File: src/rtl/keypad_pkg.sv
// Shared types and helpers for the matrix keypad scanner.
// Holds the scan FSM state type and a one-hot to index converter.
package keypad_pkg;

    typedef enum logic [1:0] {
        SCAN       = 2'd0,
        DB_PRESS   = 2'd1,
        HELD       = 2'd2,
        DB_RELEASE = 2'd3
    } kp_state_t;

    localparam int MAX_LINES = 8;

    // Assumes at most one bit set; callers qualify with a one-hot test first.
    function automatic logic [2:0] onehot_to_idx(input logic [MAX_LINES-1:0] v);
        logic [2:0] idx;
        idx = '0;
        for (int i = 0; i < MAX_LINES; i++) begin
            if (v[i]) idx = 3'(i);
        end
        return idx;
    endfunction

endpackage

File: src/rtl/keypad_debounce.sv
// Stable-cycle counter: done goes high on the CYC-th consecutive cycle with match set.
// Any cycle with clear asserted or match low restarts the count from zero.
module keypad_debounce
    import keypad_pkg::*;
#(
    parameter int CYC = 20000,
    parameter int W   = $clog2(CYC + 1)
) (
    input  logic clk,
    input  logic reset,
    input  logic match,
    input  logic clear,
    output logic done
);

    logic [W-1:0] cnt;

    assign done = match && (cnt == W'(CYC - 1));

    // Saturates at CYC-1 so the count never wraps while the owner lingers.
    always_ff @(posedge clk or posedge reset) begin
        if (reset) begin
            cnt <= '0;
        end else if (clear || !match) begin
            cnt <= '0;
        end else if (!done) begin
            cnt <= cnt + 1'b1;
        end
    end

endmodule

File: src/rtl/matrix_keypad_scan.sv
// Row-scanning keypad controller with press/release debounce and one-key acceptance.
// Optional auto-repeat while held is enabled by defining KEYPAD_REPEAT_EN.
//
// state      | meaning
// SCAN       | drive one row, settle, sample; advance row unless exactly one column is high
// DB_PRESS   | row frozen; count cycles the latched column stays the only one high
// HELD       | key accepted; wait for all columns to drop
// DB_RELEASE | count all-zero cycles; a column returning goes back to HELD
module matrix_keypad_scan
    import keypad_pkg::*;
#(
    parameter int ROWS         = 4,
    parameter int COLS         = 4,
    parameter int SETTLE_CYC   = 4,
    parameter int DEBOUNCE_CYC = 20000,
    parameter int REPEAT_DELAY = 500000,
    parameter int REPEAT_CYC   = 100000
) (
    input  logic                            clk,
    input  logic                            reset,
    input  logic [COLS-1:0]                 col,
    output logic [ROWS-1:0]                 rows,
    output logic [$clog2(ROWS*COLS)-1:0]    key_code,
    output logic                            key_valid,
    output logic                            key_release,
    output logic                            key_held
);

    localparam int RW    = $clog2(ROWS);
    localparam int CW    = $clog2(COLS);
    localparam int KW    = $clog2(ROWS * COLS);
    localparam int T_A   = (SETTLE_CYC > DEBOUNCE_CYC) ? SETTLE_CYC : DEBOUNCE_CYC;
    localparam int T_B   = (REPEAT_DELAY > REPEAT_CYC) ? REPEAT_DELAY : REPEAT_CYC;
    localparam int T_MAX = (T_A > T_B) ? T_A : T_B;
    localparam int TW    = $clog2(T_MAX + 1);

    logic [COLS-1:0] col_meta;
    logic [COLS-1:0] col_sync;

    always_ff @(posedge clk or posedge reset) begin
        if (reset) begin
            col_meta <= '0;
            col_sync <= '0;
        end else begin
            col_meta <= col;
            col_sync <= col_meta;
        end
    end

    kp_state_t       state;
    logic [RW-1:0]   row_idx;
    logic [RW-1:0]   row_next;
    logic [CW-1:0]   lat_col;
    logic [COLS-1:0] lat_onehot;
    logic [TW-1:0]   settle_cnt;
    logic            db_match;
    logic            db_clear;
    logic            db_done;
`ifdef KEYPAD_REPEAT_EN
    logic [TW-1:0]   rpt_cnt;
`endif

    assign row_next = (row_idx == RW'(ROWS - 1)) ? '0 : row_idx + 1'b1;

    always_comb begin
        db_match = 1'b0;
        case (state)
            DB_PRESS:   db_match = (col_sync == lat_onehot);
            DB_RELEASE: db_match = (col_sync == '0);
            default:    db_match = 1'b0;
        endcase
    end

    assign db_clear = !((state == DB_PRESS) || (state == DB_RELEASE));

    keypad_debounce #(
        .CYC (DEBOUNCE_CYC),
        .W   (TW)
    ) u_debounce (
        .clk   (clk),
        .reset (reset),
        .match (db_match),
        .clear (db_clear),
        .done  (db_done)
    );

    always_ff @(posedge clk or posedge reset) begin
        if (reset) begin
            state       <= SCAN;
            rows        <= ROWS'(1);
            row_idx     <= '0;
            lat_col     <= '0;
            lat_onehot  <= '0;
            settle_cnt  <= '0;
            key_code    <= '0;
            key_valid   <= 1'b0;
            key_release <= 1'b0;
            key_held    <= 1'b0;
`ifdef KEYPAD_REPEAT_EN
            rpt_cnt     <= '0;
`endif
        end else begin
            key_valid   <= 1'b0;
            key_release <= 1'b0;
            case (state)
                SCAN: begin
                    // Sampling one cycle past the settle window lets the synchronizer catch up with the new row.
                    if (settle_cnt == TW'(SETTLE_CYC)) begin
                        settle_cnt <= '0;
                        if ($onehot(col_sync)) begin
                            state      <= DB_PRESS;
                            lat_onehot <= col_sync;
                            lat_col    <= CW'(onehot_to_idx(8'(col_sync)));
                        end else begin
                            row_idx <= row_next;
                            rows    <= ROWS'(1) << row_next;
                        end
                    end else begin
                        settle_cnt <= settle_cnt + 1'b1;
                    end
                end
                DB_PRESS: begin
                    if (!db_match) begin
                        state   <= SCAN;
                        row_idx <= row_next;
                        rows    <= ROWS'(1) << row_next;
                    end else if (db_done) begin
                        state     <= HELD;
                        key_code  <= KW'(row_idx) * KW'(COLS) + KW'(lat_col);
                        key_valid <= 1'b1;
                        key_held  <= 1'b1;
`ifdef KEYPAD_REPEAT_EN
                        rpt_cnt   <= TW'(REPEAT_DELAY - 1);
`endif
                    end
                end
                HELD: begin
                    if (col_sync == '0) begin
                        state <= DB_RELEASE;
`ifdef KEYPAD_REPEAT_EN
                        if (rpt_cnt != '0) rpt_cnt <= rpt_cnt - 1'b1;
`endif
                    end else begin
`ifdef KEYPAD_REPEAT_EN
                        if (rpt_cnt == '0) begin
                            key_valid <= 1'b1;
                            rpt_cnt   <= TW'(REPEAT_CYC - 1);
                        end else begin
                            rpt_cnt <= rpt_cnt - 1'b1;
                        end
`endif
                    end
                end
                DB_RELEASE: begin
`ifdef KEYPAD_REPEAT_EN
                    if (rpt_cnt != '0) rpt_cnt <= rpt_cnt - 1'b1;
`endif
                    if (col_sync != '0) begin
                        state <= HELD;
                    end else if (db_done) begin
                        state       <= SCAN;
                        key_release <= 1'b1;
                        key_held    <= 1'b0;
                        row_idx     <= row_next;
                        rows        <= ROWS'(1) << row_next;
                    end
                end
                default: state <= SCAN;
            endcase
        end
    end

endmodule
File: config.mk
export PLATFORM = sky130hd
export DESIGN_NAME = matrix_keypad_scan
export DESIGN_NICKNAME = d
export VERILOG_FILES = /design/src/rtl/keypad_pkg.sv /design/src/rtl/keypad_debounce.sv /design/src/rtl/matrix_keypad_scan.sv
export SDC_FILE = /design/constraint.sdc
export NUM_CORES = 1
export LEC_CHECK = 0
export CAP_MARGIN = 20
export CORE_UTILIZATION = 64
export DETAILED_ROUTE_END_ITERATION = 7
export GPL_TIMING_DRIVEN = 0
export HOLD_SLACK_MARGIN = 0.05
export PLACE_DENSITY = 0.83
export SLEW_MARGIN = 5
export SYNTH_ARGS = -nofsm -noshare
export SYNTH_HDL_FRONTEND = slang
export SYNTH_HIERARCHICAL = 1
export SYNTH_SLANG_ARGS = --single-unit
File: constraint.sdc
create_clock -name clk -period 4.4 [get_ports clk]
set_input_delay 0.44 -clock clk [delete_from_list [all_inputs] [get_ports clk]]
set_output_delay 0.44 -clock clk [all_outputs]
set_load 0.02 [all_outputs]
# Word level (Yosys, flattened, before mapping)
# Cells that the tools add are included.
[word_totals]
ff_bits = 67
inputBits = 6
output_inout_bits = 11
elab_cells = 94
[classes]
addsub = 7
eq_ne = 20
shifts = 1
mux = 38
reduce_logical = 15
[op_table]
columns = ["cell", "count"]
rows = [
  ["$mux 19", 3],
  ["$add 19x1->19 const B", 2],
  ["$mux 2", 15],
  ["$mux 4", 5],
  ["$eq 19x15->1 const B", 1],
  ["$eq 19x3->1 const B", 1],
  ["$ne 2x2->1 const B", 8],
  ["$pmux 4 s3", 1],
  ["$mux 1", 10],
  ["$reduce_and 5->1", 2],
  ["$pmux 2 s4", 1],
  ["$eq 2x2->1 const B", 3],
  ["$pmux 2 s3", 1],
  ["$reduce_and 3->1", 2],
  ["$reduce_and 6->1", 1],
  ["$add 1x1->2", 2],
  ["$add 4x2->4", 1],
  ["$eq 4x4->1", 1],
  ["$logic_not 4->1", 1],
  ["$ne 2x1->1 const B", 2],
  ["$pmux 1 s2", 2],
  ["$reduce_bool 4->1", 1],
  ["$shl 1x2->4 const A", 1],
  ["$add 2x2->3", 1],
  ["other kinds (11)", 13],
]

# Depth between registers and ports, before layout
[depth]
ltp_word = 6
mapped_depth = 12
mapped_depth_nobuf = 12

# By module
# Netlist, hierarchy kept.
[by_module_without_submodules]
columns = ["mod", "instances", "cells_per_inst", "area_each_um2", "seq_area_each_um2"]
rows = [
  ["matrix_keypad_scan", 1, 189, 2249.7, 1202.4],
  ["keypad_debounce", 1, 112, 1066.0, 475.5],
]

# Worst setup path before layout
# No wires, ideal clock.
[synth_timing]
path_kind = "reg-to-reg"
start = "register state[1]"
end = "register row_idx[0]"
setup_ps = 125
t_arrival_ps = 2924
t_required_ps = 4275
path_slack_ps = 1351
path_stages_with_launch = 12
path_buffers = 1
synth_period_minus_slack_ps = 3049
cell_sequence = "dfrtp_1 -> buf_2 -> or3_1 -> nor2_2 -> a31o_2 -> nor4b_1 -> and4_1 -> nand2_1 -> inv_1 -> o22ai_1 -> a2111oi_4 -> mux2_2"
[synth_between]
elab_chain_len = 5
word_cells_on_any_way = 13
classes_between = "eq/ne: 7; mux: 2; reduce/logical: 4"
[synth_lines]
columns = ["element", "line", "source"]
rows = [
  ["start, declared", "matrix_keypad_scan.sv:50", "kp_state_t state;"],
  ["start signal, assigned", "matrix_keypad_scan.sv:89", "state <= SCAN;"],
  ["start signal, assigned", "matrix_keypad_scan.sv:111", "state <= DB_PRESS;"],
  ["start signal, assigned", "matrix_keypad_scan.sv:124", "state <= SCAN;"],
  ["$eq 2x2->1 or $eq 2x1->1 (tied branches)", "matrix_keypad_scan.sv:67", "case (state)"],
  ["$pmux 1 s2 *", "matrix_keypad_scan.sv:67", ""],
  ["via db_match", "matrix_keypad_scan.sv:56", "logic db_match;"],
  ["$logic_and 1x1->1 *", "keypad_debounce.sv:18", "assign done = match && (cnt == W'(CYC - 1));"],
  ["via db_done", "matrix_keypad_scan.sv:58", "logic db_done;"],
  ["$ne 2x2->1 (no source line) *", "-", ""],
  ["$reduce_and 6->1 (no source line) *", "-", ""],
  ["end signal, assigned", "matrix_keypad_scan.sv:115", "row_idx <= row_next;"],
  ["end signal, assigned", "matrix_keypad_scan.sv:125", "row_idx <= row_next;"],
  ["end signal, assigned", "matrix_keypad_scan.sv:164", "row_idx <= row_next;"],
  ["end, declared", "matrix_keypad_scan.sv:51", "logic [RW-1:0] row_idx;"],
]
# Mark *: on every way through the listed nets, which the timed path passes. The rest lies on a longest branch.
# A chain may end at the register's enable or synchronous reset.

# Final worst setup path
[layout_timing]
start = "register col_sync[1]"
end = "register row_idx[0]"
[layout_between]
elab_chain_len = 5
word_cells_on_any_way = 13
classes_between = "add/sub: 2; eq/ne: 6; mux: 1; reduce/logical: 4"
[layout_lines]
columns = ["element", "line", "source"]
rows = [
  ["start, declared", "matrix_keypad_scan.sv:38", "logic [COLS-1:0] col_sync;"],
  ["start signal, assigned", "matrix_keypad_scan.sv:46", "col_sync <= col_meta;"],
  ["$eq 4x4->1 or $logic_not 4->1 (tied branches)", "matrix_keypad_scan.sv:68, matrix_keypad_scan.sv:69", ""],
  ["$pmux 1 s2 *", "matrix_keypad_scan.sv:67", ""],
  ["via db_match", "matrix_keypad_scan.sv:56", ""],
  ["$logic_and 1x1->1 *", "keypad_debounce.sv:18", ""],
  ["via db_done", "matrix_keypad_scan.sv:58", ""],
  ["$ne 2x2->1 (no source line) *", "-", ""],
  ["$reduce_and 6->1 (no source line) *", "-", ""],
]
# Marks and branches as above.

==> results.toml <==
[timing]
clock_skew_ns = 0.008211
setup_viol = 0
worst_pin_slew_ns = 0.7575
slew_viol_final = 0
fin_crit_ns = 3.683
relSlewSlack_pct = 49.45
rsz0062_at_grt = "no"
final_hold_viol_count = 0
fin_crit_sh_pct = 83.70
fmax_mhz = 271.5
setup_tns_ns = 0

[pwr]
p_per_area_nw_per_um2 = 440.4
irDropWorstVdd_mv = 0.3662
p_seq_share_pct = 46.2
p_switching_uw = 510.7
combPwrFrac_pct = 23.1
p_leak_uw = 0.001645
swShare_pct = 30.68
p_clk_share_pct = 30.7
internal-power_uw = 1154

[global_route]
overflow = 0
grt_antenna_before_repair = 0
grt_use_met1_pct = 32.82
grt_first_pass_wirelength_um = 10290
first_global_vias = 2269
grt_max_degree = 38
globalRouteMet3Util_pct = 8.808
use_met2_pct = 40.20
grt_busiest_layer = "met2"
grt_usage_pct = 25.55

[place]
gp_congestion = 0.8119
hpwl_um = 4226
port_buffers = 16

[detailed_routing]
drt_first_pass_iters = 4
drc_errors = 0
ant_nets = 0
wl_um = 6128
routedWlPerCell_um = 15.28
initialDrtViolationCount = 187
vias_per_cell = 5.758
vias = 2309

[cells_and_area]
syn_to_final_growth_pct = 14.00
final_core_util_pct = 77.96
nets = 348
antenna_cells = 0
drive_gt1_share_pct = 15.27

[logic_synthesis]
synth_edf_count = 0
synthDistinctLibCells = 50
synthFlopType = "dfrtp_1"
syn_inst = 301
netlist_area_sq_um = 3316
syn_nets = 320
synth.yosys.seq_area_share_pct = 50.60
yosysWarnings = 6
ys_ff_latch = 67
async_reset_ff_share_pct = 100.0
avgSynthCellArea_sq_um = 11.02

[clock_network]
root_buffer = "clkbuf_8"
post_cts_resized = 0
cts.path.max_buffers = 2
insertion_delay_ns = 0.35
cts_tree = "done"
numCtsBuffers = 9
post_cts_buffers = 0
holdBufCountCts = 0
clkSinkCount = 67
cts.reportedPaths.clkPinSlew_ns = 0.08
cts_htree_levels = 3

[critical_path]
worst_setup_path_start_kind = "flip-flop"
required_ns = 4.64
critical_path_arrival_ns = 3.92
end_kind = "flip-flop"
crit_type = "flip-flop to flip-flop"
worstPathMaxFanout = 6

[floorplan]
die_width_um = 73.98
die-area_sq_um = 5472
boundaryPins = 17
row_count = 25
initial_core_util_pct = 68.39
core_sq_um = 4848
die_h_um = 73.98

[flow_run]
maxCapViolations = 0

[min_path]
hold_class = "flip-flop to flip-flop"

[run_status]
status = "completed"
==> cells in the mapped netlist, types with 2 or more instances <==
cell / number / area share [%]
dfrtp_1: 66 / 50
nor2_1: 23 / 2.6
nand2_1: 22 / 2.5
xnor2_1: 22 / 5.8
inv_1: 19 / 2.2
mux2_2: 16 / 5.4
nand4_1: 13 / 2.5
ha_1: 12 / 4.5
nor3_1: 11 / 1.7
nand3_1: 10 / 1.5
nor4_1: 10 / 1.9
xor2_1: 10 / 2.6
o21ai_0: 6 / 0.91
a21oi_1: 4 / 0.60
and3_1: 4 / 0.75
or3_1: 4 / 0.75
a31oi_1: 3 / 0.57
and4_1: 3 / 0.79
buf_2: 3 / 0.45
mux2i_1: 3 / 0.91
nand2b_1: 3 / 0.57
nor4b_1: 3 / 0.79
clkbuf_1: 2 / 0.23
or2_2: 2 / 0.38
or3b_2: 2 / 0.53
==> placed cells by master (no fill, tap or decap), types with 2 or more instances in the layout <==
cell	instances
nor4_1	10
inv_1	18
a21oi_1	4
clkbuf_1	3
nand3_1	10
nor2_1	23
inv_6	2
a31oi_1	3
ha_1	12
mux2_2	16
or3b_2	2
buf_2	3
or3_1	4
and3_1	4
or2_2	2
mux2i_1	3
dfrtp_1	66
xor2_1	10
and4_1	3
xnor2_1	22
nand2b_1	3
o21ai_0	6
nor3_1	11
clkbuf_8	9
clkdlybuf4s50_1	16
nand2_1	22
nand4_1	13
clkinv_4	2
nor4b_1	3
==> final cells by class <==
cell class / count / area (sq um)
buffer: 5 / 22.52
multi-input combinational: 210 / 1544
clock inverter: 6 / 72.57
sequential: 67 / 1678
inverter: 19 / 71.32
clock buffer: 10 / 127.6
fill: 336 / 1069
tap: 67 / 83.83
timing repair buffer: 17 / 180.2
==> power by group through the flow <==
stage	Sequential, uW	Clock, uW	Combinational (uW)
2_1_floorplan	779	0	270
3_3_place_gp	773	0	360
3_5_place_dp	781	0	378
4_1_cts	770	521	386
5_1_grt	780	546	427
6_report	770	511	384
==> stage by stage <==
stage / setup WS [ns] / power, uW / hold slack [ns] / area [sq um] / instances
final: 0.7172 / 1665 / 0.3509 / 3780 / 401
after global routing: 0.5171 / 1753 / 0.3590 / 3780 / 401
after CTS: 0.7457 / 1677 / 0.3522 / 3780 / 401
after detailed placement: 0.8319 / 1158 / 0.3347 / 3580 / 385
after global placement: 0.8661 / 1133 / 0.3327 / 3560 / 384
after floorplan: 1.351 / 1049 / 0.3312 / 3316 / 301
==> cell families after synthesis <==
kind of cell | after synthesis | share of synthesized area, %
XOR/XNOR | 32 | 8.453
AO/OA/AOI/OAI | 23 | 5.095
AND/OR/NAND/NOR | 123 | 21.55
adder cells (fa/ha/maj) | 13 | 5.132
multiplexers | 19 | 6.340
buffers and inverters | 24 | 2.830
flip-flops | 67 | 50.60
==> metal layers <==
| metal | wire length (um) | up-vias |
|---|---|---|
| li1 | - | 1114 |
| met1 | 2754 | 1140 |
| met2 | 2989 | 41 |
| met3 | 243 | 14 |
| met4 | 141 | 0 |
| met5 | 0 | - |
==> final timing paths <==
path / start / end / slack [ns] / depth (start not counted)
hold / removal: col_meta[1] / col_sync[1] / 0.35 / 0
hold reg to reg: col_meta[1] / col_sync[1] / 0.35 / 0
max in group asynchronous: reset / u_debounce/cnt[13] / 3.34 / 2
min in group asynchronous: reset / settle_cnt[16] / 0.38 / 2
setup reg to reg: col_sync[1] / row_idx[0] / 0.72 / 11
setup / recovery: col_sync[1] / row_idx[0] / 0.72 / 11
==> worst max-delay path: stages, from the launching register on <==
cell	delay, ns
dfrtp_1	0.41
inv_1	0.13
ha_1	0.16
nor3b_1	0.47
a31o_2	0.27
nor4b_1	0.39
and4_1	0.35
nand2_1	0.13
inv_1	0.15
o22ai_1	0.14
a2111oi_4	0.57
mux2_2	0.41
==> registers in the layout, summed over array words and instances (netlist names) <==
| name | flops |
|---|---|
| state | 2 |
| settle_cnt | 19 |
| key_release | 1 |
| key_held | 1 |
| u_debounce/cnt | 19 |
| row_idx | 2 |
| rows | 4 |
| lat_onehot | 4 |
| col_meta | 4 |
| key_code | 4 |
| key_valid | 1 |
| col_sync | 4 |
| lat_col | 2 |
No activity file was read; power rests on OpenSTA's default activity.
